**config.mk**
```make
export PLATFORM = sky130hd
export DESIGN_NAME = expr_frame_ctrl
export DESIGN_NICKNAME = d
export VERILOG_FILES = /design/src/rtl/expr_pkg.sv /design/src/rtl/expr_check.sv /design/src/rtl/expr_frame_ctrl.sv
export SDC_FILE = /design/constraint.sdc
export NUM_CORES = 1
export LEC_CHECK = 0
export BUFFER_PORTS_ARGS = -buffer_cell sky130_fd_sc_hd__buf_4
export CAP_MARGIN = 30
export CORE_ASPECT_RATIO = 1.75
export CORE_MARGIN = 8
export CORE_UTILIZATION = 40
export DETAILED_ROUTE_END_ITERATION = 10
export GPL_TIMING_DRIVEN = 0
export SETUP_SLACK_MARGIN = 0.4
export SKIP_CTS_REPAIR_TIMING = 1
export SLEW_MARGIN = 15
export SYNTH_ARGS = -nofsm -noshare
export SYNTH_HDL_FRONTEND = slang
export SYNTH_SLANG_ARGS = --single-unit
```
**constraint.sdc**
```tcl
create_clock -name clk -period 5.9 [get_ports clk]
set_input_delay 1.18 -clock clk [delete_from_list [all_inputs] [get_ports clk]]
set_output_delay 1.18 -clock clk [all_outputs]
set_load 0.05 [all_outputs]
```
**src/rtl/expr_pkg.sv**
```systemverilog
// Shared constants and state encodings for the expression frame controller
// and its single-digit expression checker.
package expr_pkg;

  localparam logic [7:0] CH_0    = 8'h30;
  localparam logic [7:0] CH_9    = 8'h39;
  localparam logic [7:0] CH_PLUS = 8'h2B;
  localparam logic [7:0] CH_MUL  = 8'h2A;
  localparam logic [7:0] CH_TERM = 8'h3B;

  typedef enum logic [1:0] {START, NUM, OP, ERR} chk_state_t;
  typedef enum logic {ACCEPT, REPORT} ctrl_state_t;
  typedef enum logic {OP_PLUS, OP_MUL} op_t;

  function automatic logic is_digit(input logic [7:0] c);
    return (c >= CH_0) && (c <= CH_9);
  endfunction

  function automatic logic is_op(input logic [7:0] c);
    return (c == CH_PLUS) || (c == CH_MUL);
  endfunction

endpackage

```
**src/rtl/expr_check.sv**
```systemverilog
// Grammar checker for digit ((+|*) digit)*; one step per enabled cycle,
// ERR is sticky until cleared.
module expr_check
  import expr_pkg::*;
(
  input  logic       clk,
  input  logic       i_clr,
  input  logic       i_en,
  input  logic [7:0] i_ch,
  output chk_state_t o_state
);

  chk_state_t r_state;

  always_ff @(posedge clk) begin
    if (i_clr) begin
      r_state <= START;
    end else if (i_en) begin
      unique case (r_state)
        START:   r_state <= is_digit(i_ch) ? NUM : ERR;
        NUM:     r_state <= is_op(i_ch)    ? OP  : ERR;
        OP:      r_state <= is_digit(i_ch) ? NUM : ERR;
        default: r_state <= ERR;
      endcase
    end
  end

  assign o_state = r_state;

endmodule

```
**src/rtl/expr_frame_ctrl.sv**
```systemverilog
// Splits a ';'-terminated byte stream into frames, evaluates each as a
// sum of products of single digits, and hands one result per frame to the sink.
module expr_frame_ctrl
  import expr_pkg::*;
#(
  parameter int VAL_W = 8,
  parameter int LEN_W = 8
) (
  input  logic             clk,
  input  logic             clr,
  input  logic             in_valid,
  input  logic [7:0]       in_data,
  output logic             in_ready,
  output logic             res_valid,
  input  logic             res_ready,
  output logic             res_ok,
  output logic [VAL_W-1:0] res_value,
  output logic [LEN_W-1:0] res_len
);

  localparam logic [LEN_W-1:0] LEN_MAX = '1;

  ctrl_state_t      r_state;
  logic             r_in_ready;
  logic             r_res_valid;
  logic             r_res_ok;
  logic [VAL_W-1:0] r_res_value;
  logic [LEN_W-1:0] r_res_len;
  logic [VAL_W-1:0] r_sum;
  logic [VAL_W-1:0] r_term;
  logic [LEN_W-1:0] r_len;
  op_t              r_op;
  logic             r_ovf;

  chk_state_t       w_chk;
  logic             w_take;
  logic             w_is_term;
  logic             w_chk_clr;
  logic             w_chk_en;
  logic             w_ok;
  logic [VAL_W-1:0] w_d;
  logic [VAL_W-1:0] w_total;

  assign w_take    = in_valid && r_in_ready;
  assign w_is_term = (in_data == CH_TERM);
  assign w_chk_clr = clr || (w_take && w_is_term);
  assign w_chk_en  = w_take && !w_is_term;
  assign w_ok      = (w_chk == NUM) && !r_ovf;
  assign w_total   = r_sum + r_term;
  // ASCII '0'..'9' are 0x30..0x39, so the low nibble is the digit value
  assign w_d       = VAL_W'(in_data[3:0]);

  expr_check u_chk (
    .clk     (clk),
    .i_clr   (w_chk_clr),
    .i_en    (w_chk_en),
    .i_ch    (in_data),
    .o_state (w_chk)
  );

  always_ff @(posedge clk) begin
    if (clr) begin
      r_state     <= ACCEPT;
      r_in_ready  <= 1'b1;
      r_res_valid <= 1'b0;
      r_res_ok    <= 1'b0;
      r_res_value <= '0;
      r_res_len   <= '0;
      r_sum       <= '0;
      r_term      <= '0;
      r_len       <= '0;
      r_op        <= OP_PLUS;
      r_ovf       <= 1'b0;
    end else if (r_state == ACCEPT) begin
      if (w_take && w_is_term) begin
        r_res_ok    <= w_ok;
        r_res_value <= w_ok ? w_total : '0;
        r_res_len   <= r_len;
        r_res_valid <= 1'b1;
        r_in_ready  <= 1'b0;
        r_state     <= REPORT;
        r_sum       <= '0;
        r_term      <= '0;
        r_len       <= '0;
        r_op        <= OP_PLUS;
        r_ovf       <= 1'b0;
      end else if (w_take) begin
        if (r_len == LEN_MAX) r_ovf <= 1'b1;
        else                  r_len <= r_len + 1'b1;
        // accumulators follow the bytes blindly; the checker decides legality
        if (is_digit(in_data)) begin
          if (r_op == OP_PLUS) begin
            r_sum  <= r_sum + r_term;
            r_term <= w_d;
          end else begin
            r_term <= r_term * w_d;
          end
        end else if (in_data == CH_PLUS) begin
          r_op <= OP_PLUS;
        end else if (in_data == CH_MUL) begin
          r_op <= OP_MUL;
        end
      end
    end else if (res_ready) begin
      r_res_valid <= 1'b0;
      r_in_ready  <= 1'b1;
      r_state     <= ACCEPT;
    end
  end

  assign in_ready  = r_in_ready;
  assign res_valid = r_res_valid;
  assign res_ok    = r_res_ok;
  assign res_value = r_res_value;
  assign res_len   = r_res_len;

endmodule
```
== After elaboration in Yosys (flattened, before gate mapping) ==
Cells that the tools add are included.

* Bits in registers: 48
* Output and inout port bits: 19
* Input bits: 12

* $mul: 1
* Equality and inequality tests: 10
* Bitwise logic cells: 1
* Magnitude comparators: 2
* $add $sub $neg: 2
* Mux-type cells: 32
* Reductions and logical operators: 23

{| class="wikitable"
|+ Operators with widths
! cell !! count
|-
| $mux 8 || 12
|-
| $eq 8x6->1 const B || 3
|-
| $mux 1 || 18
|-
| $reduce_and 3->1 || 3
|-
| $add 8x1->8 const B || 1
|-
| $add 8x8->8 || 1
|-
| $eq 8x8->1 const B || 1
|-
| $ge 8x6->1 const B || 1
|-
| $le 8x6->1 const B || 1
|-
| $mul 8x4->8 || 1
|-
| $reduce_and 4->1 || 2
|-
| $reduce_bool 2->1 || 4
|-
| $ne 2x2->1 const B || 3
|-
| $logic_and 1x1->1 || 5
|-
| $pmux 2 s2 || 1
|-
| $reduce_and 2->1 || 2
|-
| $reduce_bool 3->1 || 1
|-
| $eq 2x1->1 const B || 1
|-
| $eq 2x2->1 const B || 1
|-
| $logic_not 1->1 || 2
|-
| $logic_not 2->1 || 1
|-
| $logic_or 1x1->1 || 2
|-
| $mux 2 || 1
|-
| $ne 2x1->1 const B || 1
|-
| other kinds (2) || 2
|}

== Longest topological paths before layout ==
Gate-level depths: netlist of the first run.

* Depth after elaboration: 6
* Depth in mapped cells: 12
* Mapped depth without buffers: 11

== By module ==
From an unflattened synthesis of the first run, not the netlist that was laid out.

* Cell total of the unflattened synthesis: 307
* Area total of the unflattened synthesis: 2905.3 sq um

{| class="wikitable"
|+ Modules (own cells, without submodules)
! module !! instances !! area each (sq um) !! cells each
|-
| expr_frame_ctrl || 1 || 2803.9 || 297
|-
| expr_check || 1 || 101.3 || 10
|}

== Worst setup path after synthesis of the first run ==
OpenSTA, ideal clock, no wires.

* Kind: input to register
* Start point: input in_data[1]
* End point: register r_term[7]
* Stages on the path: 11
* Arrival time: 3.612 ns
* Path buffers: 1
* Path slack: 2.172 ns
* Path through: clkbuf_1 -> nand2_1 -> fa_1 -> inv_1 -> fa_1 -> ha_1 -> a211oi_1 -> o21bai_1 -> a21oi_1 -> xnor2_1 -> a22o_1

* Cells in the longest elaborated chain, start to end: 5

{| class="wikitable"
|+ RTL lines
! item !! line !! source
|-
| start, declared || expr_frame_ctrl.sv:12 || <nowiki>input logic [7:0] in_data,</nowiki>
|-
| $mul 8x4->8 || expr_frame_ctrl.sv:96 || <nowiki>r_term <= r_term * w_d;</nowiki>
|-
| $mux 8 || expr_frame_ctrl.sv:92 || <nowiki>if (r_op == OP_PLUS) begin</nowiki>
|-
| $mux 8 || expr_frame_ctrl.sv:91 || <nowiki>if (is_digit(in_data)) begin</nowiki>
|-
| $mux 8 || expr_frame_ctrl.sv:87 || <nowiki>end else if (w_take) begin</nowiki>
|-
| $mux 8 || expr_frame_ctrl.sv:75 || <nowiki>if (w_take && w_is_term) begin</nowiki>
|-
| end signal, assigned || expr_frame_ctrl.sv:94 || <nowiki>r_term <= w_d;</nowiki>
|-
| end signal, assigned || expr_frame_ctrl.sv:96 ||
|-
| end, declared || expr_frame_ctrl.sv:30 || <nowiki>logic [VAL_W-1:0] r_term;</nowiki>
|}

Several ways; a longest one is shown, not always the timed one. The select of a mux whose other input is x is not followed.
A chain may end at the register's enable or synchronous reset.

== Final worst setup path of the first run ==
Ends and elaborated chain as after synthesis.

==> summary.md, run 1 <==
| Metric | Value |
|---|---|
| Number of H-tree levels | 2 |
| Area growth, synth to finish | 16.39% |
| Slew @ Worst Pin | ~0.86 ns |
| Seq pwr share | between 50 and 60% |
| Hold Vio Cnt, Final | 0 |
| Max-cap violation count | 0 |
| Register bit total from synthesis | 48 |
| GPL Wtd Cong | about 0.8 |
| Net Sw Frac | 22.53% |
| Critical Path RT | 6.08 ns |
| Clk pwr share | a little over two fifths |
| Maximum VDD drop | between 0.2 and 0.25 mV |
| Simple-Gate Fraction of Synth Area | approximately a fifth |
| Post-Synth Adder-Cell Area | 14.13% |
| CTS tree | done |
| Met2 routed WL | ~4000 um |
| Leakage | between 1 and 1.5 nW |
| Combinational Power Share | between 5 and 6% |
| Grt total ovfl | 0 |
| Final wirelength | just over 7000 um |
| Die area | between 0.01 and 0.015 mm^2 |
| P_int | 0.0005072 W |
| Worst Skew | a little over 0.004 ns |
| CTS Buffer Depth | 2 |
| Maximum clock rate | ~0.27 GHz |
| DIE WIDTH | about 80 um |
| Async set or reset register ratio after synthesis | 0% |
| Clock sinks | 48 |
| Top sig layer | met4 |
| Std-Cell Core Area | between 0.006 and 0.007 mm^2 |
| # IOs | 31 |
| Dpl hpwl | 5559 um |
| Number of flops mapped to enable cells by yosys | 0 |
| Die height | 127.3 um |
| Layout cells sized above 1 | a little over an eighth |
| DR WL/cell | 16.32 um |
| Synth Area in XOR/XNOR | about 5.1% |
| CP startpoint kind | primary input |
| Clk_lat worst skew | approximately 0.29 ns |
| Row count | 40 |
| Largest family of logic cells by synthesized area | simple AND/OR/NAND/NOR gates |
| Antenna-violating nets left | 0 |
| Total Routing Usage GR | between 10 and 15% |
| Post-synthesis cell type count | 53 |
| M1 WL | approximately 2800 um |
| Mux cell area share after synthesis | under 10% |
| Num CTS Buffers | 5 |
| Largest net degree at the start of global routing | 15 |
| Crit Path Category | primary input to flip-flop |
| Antenna violations before repair | 0 |
| CP Max Fanout | 10 |
| Arrival time at the worst endpoint | between 3 and 4 ns |
| Root buffer cell | clkbuf_16 |
| Ant diodes | 0 |
| # nets final | approximately 390 |
| Register area share after synthesis | about a third |
| Met3 WL | around 170 um |
| Placed cells | between 400 and 500 |
| First-pass GRT wire length | around 12000 um |
| Post-synthesis compound-gate area fraction | 20.63% |
| Final setup TNS | 0 ns |
| Crit end category | flip-flop |
| Via count | around 2.4k |
| Final Util | between 40% and 50% |
| TritonRoute pass-1 iters | 4 |
| Syn Inst Count | around 310 |
| Average size of a mapped cell | roughly 9 um^2 |
| Synth Net Count | between 300 and 400 |
| Port Buffers | 28 |
| Setup-failing EPs final | 0 |
| Clk slew on worst S/H paths | ~0.060 ns |
| Sw Pwr | between 0.0001 and 0.00015 W |
| Crit share post-route | 63.59% |
| Main synth FF type | dfxtp_1 |
| Synthesized area | around 0.0028 mm^2 |
| Unrepaired setup endpoints after global routing | no |
| Vias in the first global route | 2446 |
| Max-slew violations | 0 |
| Outcome | complete, no violations |
| DRC Markers | 0 |
| Vias per cell | around 5.5 |
| Worst slew margin | between 40% and 50% |
| Initial Util | about two fifths |
| Tmin final | roughly 3.8 ns |
| Post-Layout Cell Count | between 400 and 500 |
| YS warnings | 0 |
| DR iter-0 viols | between 100 and 150 |
| Hold Path Class | flip-flop to flip-flop |
| Pwr/cell area | ~200 mW/mm^2 |
metrics by stage:
step / instance area [um^2] / total power [W] / setup WS, ns / hold slack [ns]
2_1_floorplan: 2833 / 0.0003586 / 2.172 / 0.4268
3_3_place_gp: 3148 / 0.0003751 / 1.863 / 0.4341
3_5_place_dp: 3148 / 0.0003755 / 1.845 / 0.4380
4_1_cts: 3297 / 0.0006623 / 2.140 / 0.4492
5_1_grt: 3297 / 0.0006749 / 1.857 / 0.4653
6_report: 3297 / 0.0006547 / 2.148 / 0.4494
critical path, stage by stage:
cell	delay, ns
clkbuf_1	0.36
nand2_1	0.13
fa_1	0.49
inv_1	0.06
fa_1	0.52
ha_1	0.33
a211oi_1	0.25
o21bai_1	0.10
a21oi_1	0.21
xnor2_1	0.09
a22o_1	0.20
routing by layer:
metal,vias up,global-route usage [%]
li1,1201,-
met2,36,27.24
met5,-,0
met1,1125,15.32
met3,12,2.107
met4,0,6.147
registers in the layout, summed over array words and instances (netlist names):
signal	count
r_state	1
res_value	8
r_term	8
r_ovf	1
res_ok	1
u_chk.o_state	2
r_sum	8
r_op	1
r_len	8
res_len	8
in_ready	1
res_valid	1
layout by cell type (no fill, tap or decap), types with 3 or more instances in the layout:
cell type / count
o31ai_1: 4
nand2_1: 33
xor2_1: 3
xnor2_1: 11
a22oi_1: 5
buf_4: 28
clkbuf_1: 8
nand4_1: 4
inv_1: 18
a21o_1: 6
clkbuf_16: 5
a211oi_1: 4
o21ai_0: 6
nand3_1: 9
fa_1: 10
ha_1: 16
nor3_1: 9
a22o_1: 16
a21oi_1: 19
nand3b_1: 5
nand2b_1: 5
nor2_1: 19
mux2i_1: 3
dfxtp_1: 48
and2_1: 13
worst paths after layout:
path / start / to / slack, ns / depth (start not counted)
hold reg to reg: u_chk.o_state[1] / u_chk.o_state[1] / 0.45 / 2
setup / recovery: in_data[1] / r_term[7] / 2.15 / 11
hold / removal: u_chk.o_state[1] / u_chk.o_state[1] / 0.45 / 2
setup reg to reg: r_term[1] / r_term[7] / 2.91 / 10
kinds of logic after synthesis:
| family | after synthesis |
|---|---|
| flip-flops | 48 |
| AO/OA/AOI/OAI | 80 |
| XOR/XNOR | 15 |
| buffers and inverters | 28 |
| adder cells (fa/ha/maj) | 26 |
| multiplexers | 3 |
| AND/OR/NAND/NOR | 114 |
synthesized netlist by cell type (2+ instances only):
master | n | area share (%)
a2111oi_2 | 2 | 1.1
and2_1 | 13 | 2.9
nand3_1 | 9 | 1.6
a22o_1 | 16 | 4.9
o21bai_1 | 2 | 0.53
or3_1 | 2 | 0.44
buf_2 | 2 | 0.35
nand4_1 | 4 | 0.88
nand3b_1 | 5 | 1.3
xor2_1 | 3 | 0.93
nand4b_1 | 2 | 0.62
a31oi_1 | 2 | 0.44
inv_1 | 18 | 2.4
nor2_1 | 19 | 2.5
xnor2_1 | 11 | 3.4
a211oi_1 | 4 | 1.1
fa_1 | 10 | 7.1
a21oi_1 | 19 | 3.4
a21o_1 | 6 | 1.6
o31ai_1 | 4 | 1.1
a311oi_1 | 2 | 0.62
ha_1 | 16 | 7.1
a22oi_1 | 5 | 1.3
nor3b_1 | 2 | 0.53
clkbuf_1 | 8 | 1.1
o211a_1 | 2 | 0.71
dfxtp_1 | 48 | 34
nor4b_1 | 2 | 0.62
mux2i_1 | 3 | 1.1
nand2_1 | 33 | 4.4
nand2b_1 | 5 | 1.1
nor3_1 | 9 | 1.6
o21ai_0 | 6 | 1.1
area by class of cell:
cell class / count / area (um^2)
timing repair buffer: 28 / 210.2
tap: 84 / 105.1
fill: 677 / 3560
clock inverter: 2 / 10.01
sequential: 48 / 960.9
clock buffer: 6 / 138.9
buffer: 10 / 40.04
multi-input combinational: 238 / 1764
inverter: 18 / 67.56
power groups by stage:
stage | Sequential (W) | Combinational (W) | Clock (W)
6_report | 0.000330 | 0.0000383 | 0.000287
3_3_place_gp | 0.000337 | 0.0000381 | 0
3_5_place_dp | 0.000337 | 0.0000385 | 0
2_1_floorplan | 0.000336 | 0.0000227 | 0
4_1_cts | 0.000330 | 0.0000387 | 0.000294
5_1_grt | 0.000330 | 0.0000426 | 0.000302
Note: power is estimated with default switching activity, not from simulation.
==> run 2: changes to the inputs <==
Clock period 5.9 ns to 3.18 ns, I/O delays scaled along.
==> run 2 against run 1 <==
Total power increased by 87%. Setup slack got worse by 1.8 ns. Largest power group unchanged. Utilization increased by 1.9 points. Die area unchanged. Sequential cell count unchanged. Register-to-register slack got worse by 2.5 ns.
==> summary.md, run 2 (synthesis results as in run 1) <==
| Metric | Value |
|---|---|
| Outcome | complete, no violations |
| CP peak stage delay | 0.59 ns (+0.07 ns) |
| Slowest cell on crit path | fa_2 |
| Hold Path Class | flip-flop to flip-flop |
| Max-cap violation count | 0 (unchanged) |
| Die height | 127.3 um (unchanged) |
| DR WL/cell | 17.10 um (+4.8%) |
| FILL cells | 652 (-3.7%) |
| Kind of cell adding the most delay to the critical path | adder cells |
| Most common cell after layout, fill and taps aside | dfxtp_1 |
| Port Buffers | 28 (unchanged) |
| Clock sinks | 48 (unchanged) |
| DR iter-0 viols | 108 (-1.8%) |
| Crit Path Category | primary input to flip-flop |
| Worst slew margin | 39.95% (-2.2 points) |
| Maximum clock rate | roughly 0.36 GHz |
| Root buffer cell | clkbuf_16 |
| Std-Cell Core Area | 0.006857 mm^2 (unchanged) |
| CP startpoint kind | primary input |
| Row count | 40 (unchanged) |
| Clk_lat worst skew | 0.29 ns (about the same) |
| Unrepaired setup endpoints after global routing | yes |
| Pwr/cell area | 356.5 mW/mm^2 (+80%) |
| # nets final | 389 (+0.52%) |
| Final wirelength | 7456 um (+5.3%) |
| Ant diodes | 0 (unchanged) |
| DRC Markers | 0 (unchanged) |
| Tmin final | ~2.8 ns |
| Placed cells | 426 (unchanged) |
| Final setup TNS | 0 ns (unchanged) |
| Vias per cell | 5.677 (+3.8%) |
| CP Max Fanout | 7 (-3) |
| Setup ws final | 0.3777 ns (-1.771 ns) |
| Via count | 2475 (+4.3%) |
| Antenna violations before repair | 0 (unchanged) |
| Antenna-violating nets left | 0 (unchanged) |
| Area growth, synth to finish | 20.94% |
| Post-Layout Cell Count | 436 (+0.46%) |
| Dpl hpwl | 5833 um (+4.9%) |
| Layout cells sized above 1 | 19.89% (+6.7 points) |
| Initial Util | 41.31% (unchanged) |
| Crit share post-route | 88.12% |
| CTS tree | done |
| CTS Buffer Depth | 2 (unchanged) |
| CP Cell Sequence | clkbuf_16 > nand2_4 > fa_1 > inv_2 > fa_2 > ha_4 > a211oi_2 > o21bai_2 > a21oi_2 > xnor2_1 > a22o_1 |
| Total Routing Usage GR | 15.32% (+0.75 points) |
| Critical Path RT | 3.37 ns (-2.71 ns) |
| CP Buf/Inv Count | 2 (unchanged) |
| Crit end category | flip-flop |
| Largest net degree at the start of global routing | 14 (-1) |
| Arrival time at the worst endpoint | 2.99 ns (-0.94 ns) |
| Vias in the first global route | 2517 (+2.9%) |
| Place WS | -0.03688 ns (-1.881 ns) |
| Number of H-tree levels | 2 (unchanged) |
| Worst Skew | 0.003940 ns (-0.0001840 ns) |
| Leakage | 1.470 nW (+1.6%) |
| First-pass GRT wire length | 12310 um (+5.1%) |
| Die area | 0.01014 mm^2 (unchanged) |
| Setup-failing EPs final | 0 (unchanged) |
| Grt total ovfl | 0 (unchanged) |
| Most frequent cells in the layout | dfxtp_1 (45), nand2_1 (30), buf_4 (28) |
| # IOs | 31 (unchanged) |
| GPL Wtd Cong | 0.8456 (+5.7%) |
| Slew @ Worst Pin | 0.8939 ns (+0.03294 ns) |
| DIE WIDTH | 79.62 um (unchanged) |
| Num CTS Buffers | 5 (unchanged) |
| Max-slew violations | 0 (unchanged) |
| Clk slew on worst S/H paths | 0.06 ns (about the same) |
| TritonRoute pass-1 iters | 4 (unchanged) |
| Hold Vio Cnt, Final | 0 (unchanged) |
| Maximum VDD drop | 0.1865 mV (-20%) |
[run 2: cell count changes in the layout (fill, tap and decap cells not counted), sizes merged]
cell and delta:
buf +2, clkbuf +2, clkinv -2
[run 2: path summary, 6_finish.rpt]
path | cells after the start | slack [ns] | end | startpoint
setup reg to reg | 10 | 0.43 | r_term[7] | r_term[1]
hold reg to reg | 2 | 0.44 | res_valid | res_valid
setup / recovery | 11 | 0.38 | r_term[7] | in_data[1]
hold / removal | 2 | 0.44 | res_valid | res_valid
[run 2: power by group]
group	leakage (nW)	internal, W	switching [W]
Clock	0.0712	0.000314	0.000216
Combinational	1.01	0.0000307	0.0000490
Sequential	0.389	0.000606	0.00000528
Total	1.47	0.000951	0.000271
[run 2: per-layer routing]
metal | wire, um | vias up | track usage, %
met2 | 4176 | 40 | 27.77
met4 | 258 | 0 | 9.330
met1 | 2763 | 1206 | 15.34
met3 | 258 | 16 | 2.949
met5 | 0 | - | 0
li1 | - | 1213 | -
[run 2: worst register-to-register path: stages (launching register included)]
cell and delay (ns):
dfxtp_2 0.42, nand2_2 0.08, fa_1 0.53, inv_2 0.05, fa_2 0.59, ha_4 0.22, a211oi_2 0.23, o21bai_2 0.12
a21oi_2 0.15, xnor2_1 0.07, a22o_1 0.19
[run 2: area by class of cell]
| type | instances | area, um^2 | area share [%] |
|---|---|---|---|
| sequential | 48 | 964.7 | 28.16 |
| buffer | 10 | 62.56 | 1.826 |
| tap | 84 | 105.1 | 3.068 |
| inverter | 18 | 67.56 | 1.972 |
| timing repair buffer | 30 | 232.7 | 6.793 |
| multi-input combinational | 238 | 1847 | 53.91 |
| clock buffer | 8 | 146.4 | 4.273 |
[run 2: through the flow]
step,power [W],instance area [um^2],utilization (%),hold WS (ns)
after floorplan,0.0006687,2898,-,0.4268
after detailed placement,0.0007009,3213,46.86,0.4329
after global placement,0.0006997,3213,46.86,0.4324
final,0.001221,3426,49.96,0.4381
after CTS,0.001235,3359,49.00,0.4428
after global routing,0.001272,3426,49.96,0.4561
==> run 3: changes to the inputs <==
Settings changed: REMOVE_ABC_BUFFERS from default to 1.
Clock period 3.18 ns to 2.5 ns, I/O delays scaled along.
==> run 3 against run 2 <==
Total power grew 26%. The run now ends with setup timing left. Cell area rose by 4.4%. Via count fell by 1.3%. Clock skew increased by 0.0015 ns. Critical path type is now flip-flop to flip-flop. Global-route usage decreased by 0.70 points. Final cell count is 1.8% higher. Die area unchanged. Routed wire length fell by 4.4%. Critical path depth is 1 lower. Sequential cell count is the same. Non-clock buffer count is 8 higher.
==> summary.md, run 3 (synthesis results as in run 1) <==
| Metric | Value |
|---|---|
| Outcome | finished, violations left |
| Failing checks | setup timing |
| Crit end category | flip-flop |
| Final wirelength | 7129 um (-4.4%) |
| DIE WIDTH | 79.62 um (unchanged) |
| Largest net degree at the start of global routing | 21 (+7) |
| Hold_ws | 0.4456 ns (+0.007473 ns) |
| P_int | 0.001175 W (+24%) |
| CTS tree | done |
| Hold Vio Cnt, Final | 0 (unchanged) |
| Maximum clock rate | approximately 0.38 GHz |
| Most common cell after layout, fill and taps aside | buf_4 |
| GR met3 Demand/Resource | 3.581% (+0.63 points) |
| DR iter-0 viols | 84 (-22%) |
| Setup ws final | -0.1476 ns (-0.5252 ns) |
| Max-cap violation count | 0 (unchanged) |
| Clock sinks | 48 (unchanged) |
| Seq pwr share | 50.2% (about the same) |
| Area growth, synth to finish | 26.24% |
| # nets final | 397 (+2.1%) |
| GPL Wtd Cong | 0.8169 (-3.4%) |
| DR WL/cell | 16.06 um (-6.1%) |
| Row count | 40 (unchanged) |
| Worst slew margin | 55.97% (+16 points) |
| Vias per cell | 5.505 (-3.0%) |
| # IOs | 31 (unchanged) |
| Combinational Power Share | 6.6% (about the same) |
| Antenna violations before repair | 0 (unchanged) |
| Most frequent cells in the layout | buf_4 (43), dfxtp_1 (40), nand2_1 (31) |
| Die area | 0.01014 mm^2 (unchanged) |
| Clk slew on worst S/H paths | 0.06 ns (about the same) |
| TritonRoute pass-1 iters | 4 (unchanged) |
| Std-Cell Core Area | 0.006857 mm^2 (unchanged) |
| Maximum VDD drop | 0.4281 mV (+130%) |
| Met2 Use GR | 27.00% (-0.77 points) |
| Initial Util | 41.31% (unchanged) |
| Unrepaired setup endpoints after global routing | yes |
| Antenna-violating nets left | 0 (unchanged) |
| Hold Path Class | flip-flop to flip-flop |
| Pwr/cell area | 429.8 mW/mm^2 (+21%) |
| Root buffer cell | clkbuf_16 |
| Port Buffers | 30 (+7.1%) |
| Max-slew violations | 0 (unchanged) |
| Arrival time at the worst endpoint | 2.83 ns (-0.16 ns) |
| Net Sw Frac | 23.57% (+1.4 points) |
| CP startpoint kind | flip-flop |
| GR Util met1 | 14.75% (-0.59 points) |
| CTS Buffer Depth | 2 (unchanged) |
| Number of H-tree levels | 2 (unchanged) |
| Tmin final | 2.648 ns |
| CP Max Fanout | 6 (-1) |
| DRC Markers | 0 (unchanged) |
| Ant diodes | 0 (unchanged) |
| Die height | 127.3 um (unchanged) |
| Dpl hpwl | 5256 um (-9.9%) |
| Leakage | 1.549 nW (+5.3%) |
| Sw Pwr | 0.0003622 W (+34%) |
| Top Usage Layer GRT | met2 |
| Clk pwr share | 43.2% (-0.2 points) |
| Total Power | 0.001537 W (+26%) |
| Total Routing Usage GR | 14.62% (-0.70 points) |
| Worst Skew | 0.005417 ns (+0.001477 ns) |
| Clk_lat worst skew | 0.29 ns (about the same) |
| Crit share post-route | 105.9% |
| Slew @ Worst Pin | 0.6584 ns (-0.2356 ns) |
| First-pass GRT wire length | 11730 um (-4.7%) |
| Via count | 2444 (-1.3%) |
| Worst R2R Setup Slack | -0.15 ns (-0.58 ns) |
| Crit Path Category | flip-flop to flip-flop |
| Critical Path RT | 2.69 ns (-0.68 ns) |
| Grt total ovfl | 0 (unchanged) |
| Layout cells sized above 1 | 28.06% (+8.2 points) |
| Setup-failing EPs final | 3 (+3) |
| Num CTS Buffers | 5 (unchanged) |
| Vias in the first global route | 2461 (-2.2%) |
## run 3: worst max-delay path, stage by stage, from the launching register on
cell and delay [ns]:
dfxtp_4 0.38, nand2_2 0.06, fa_1 0.53, inv_1 0.05, fa_2 0.45, buf_6 0.14
fa_2 0.34, a21o_1 0.18, a21oi_2 0.13, xnor2_1 0.09, a22o_1 0.19
## run 3: power groups by stage
stage	combinational (W)	sequential, W	clock (W)
global route	0.000111	0.000772	0.000714
detailed placement	0.0000902	0.000795	0
finish	0.000101	0.000772	0.000664
global placement	0.0000854	0.000795	0
floorplan	0.0000432	0.000793	0
CTS	0.0000908	0.000778	0.000692
## run 3: path summary, 6_finish.rpt
kind,from,endpoint,cells past startpoint
setup / recovery,r_term[2],r_term[6],10
hold / removal,res_ok,res_ok,2
setup reg to reg,r_term[2],r_term[6],10
hold reg to reg,res_ok,res_ok,2
## run 3: stage by stage
step | utilization [%] | instances | worst slack (ns) | setup TNS [ns] | area [um^2]
final | 52.15 | 444 | -0.1476 | -0.3075 | 3576
after global routing | 52.15 | 444 | -0.2375 | -0.6058 | 3576
after CTS | 47.90 | 427 | -0.5046 | -1.573 | 3284
after detailed placement | 45.80 | 419 | -0.6829 | -2.659 | 3141
after global placement | 45.55 | 418 | -0.6376 | -14.67 | 3123
after floorplan | - | 304 | -0.3613 | -0.9403 | 2793
## run 3: per-layer routing
metal  vias up  wire (um)  share of wire (%)
li1       1220          -                  -
met1      1181       2789                 39
met2        34       3961                 56
met3         9        223                3.1
met4         0        154                2.2
met5         -          0                  0
## run 3: final cells by class
| cell class | instances | area, um^2 |
|---|---|---|
| inverter | 18 | 67.56 |
| sequential | 48 | 985.9 |
| fill | 655 | 3281 |
| timing repair buffer | 48 | 387.9 |
| clock inverter | 3 | 18.77 |
| multi-input combinational | 238 | 1886 |
| clock buffer | 5 | 125.1 |
| tap | 84 | 105.1 |
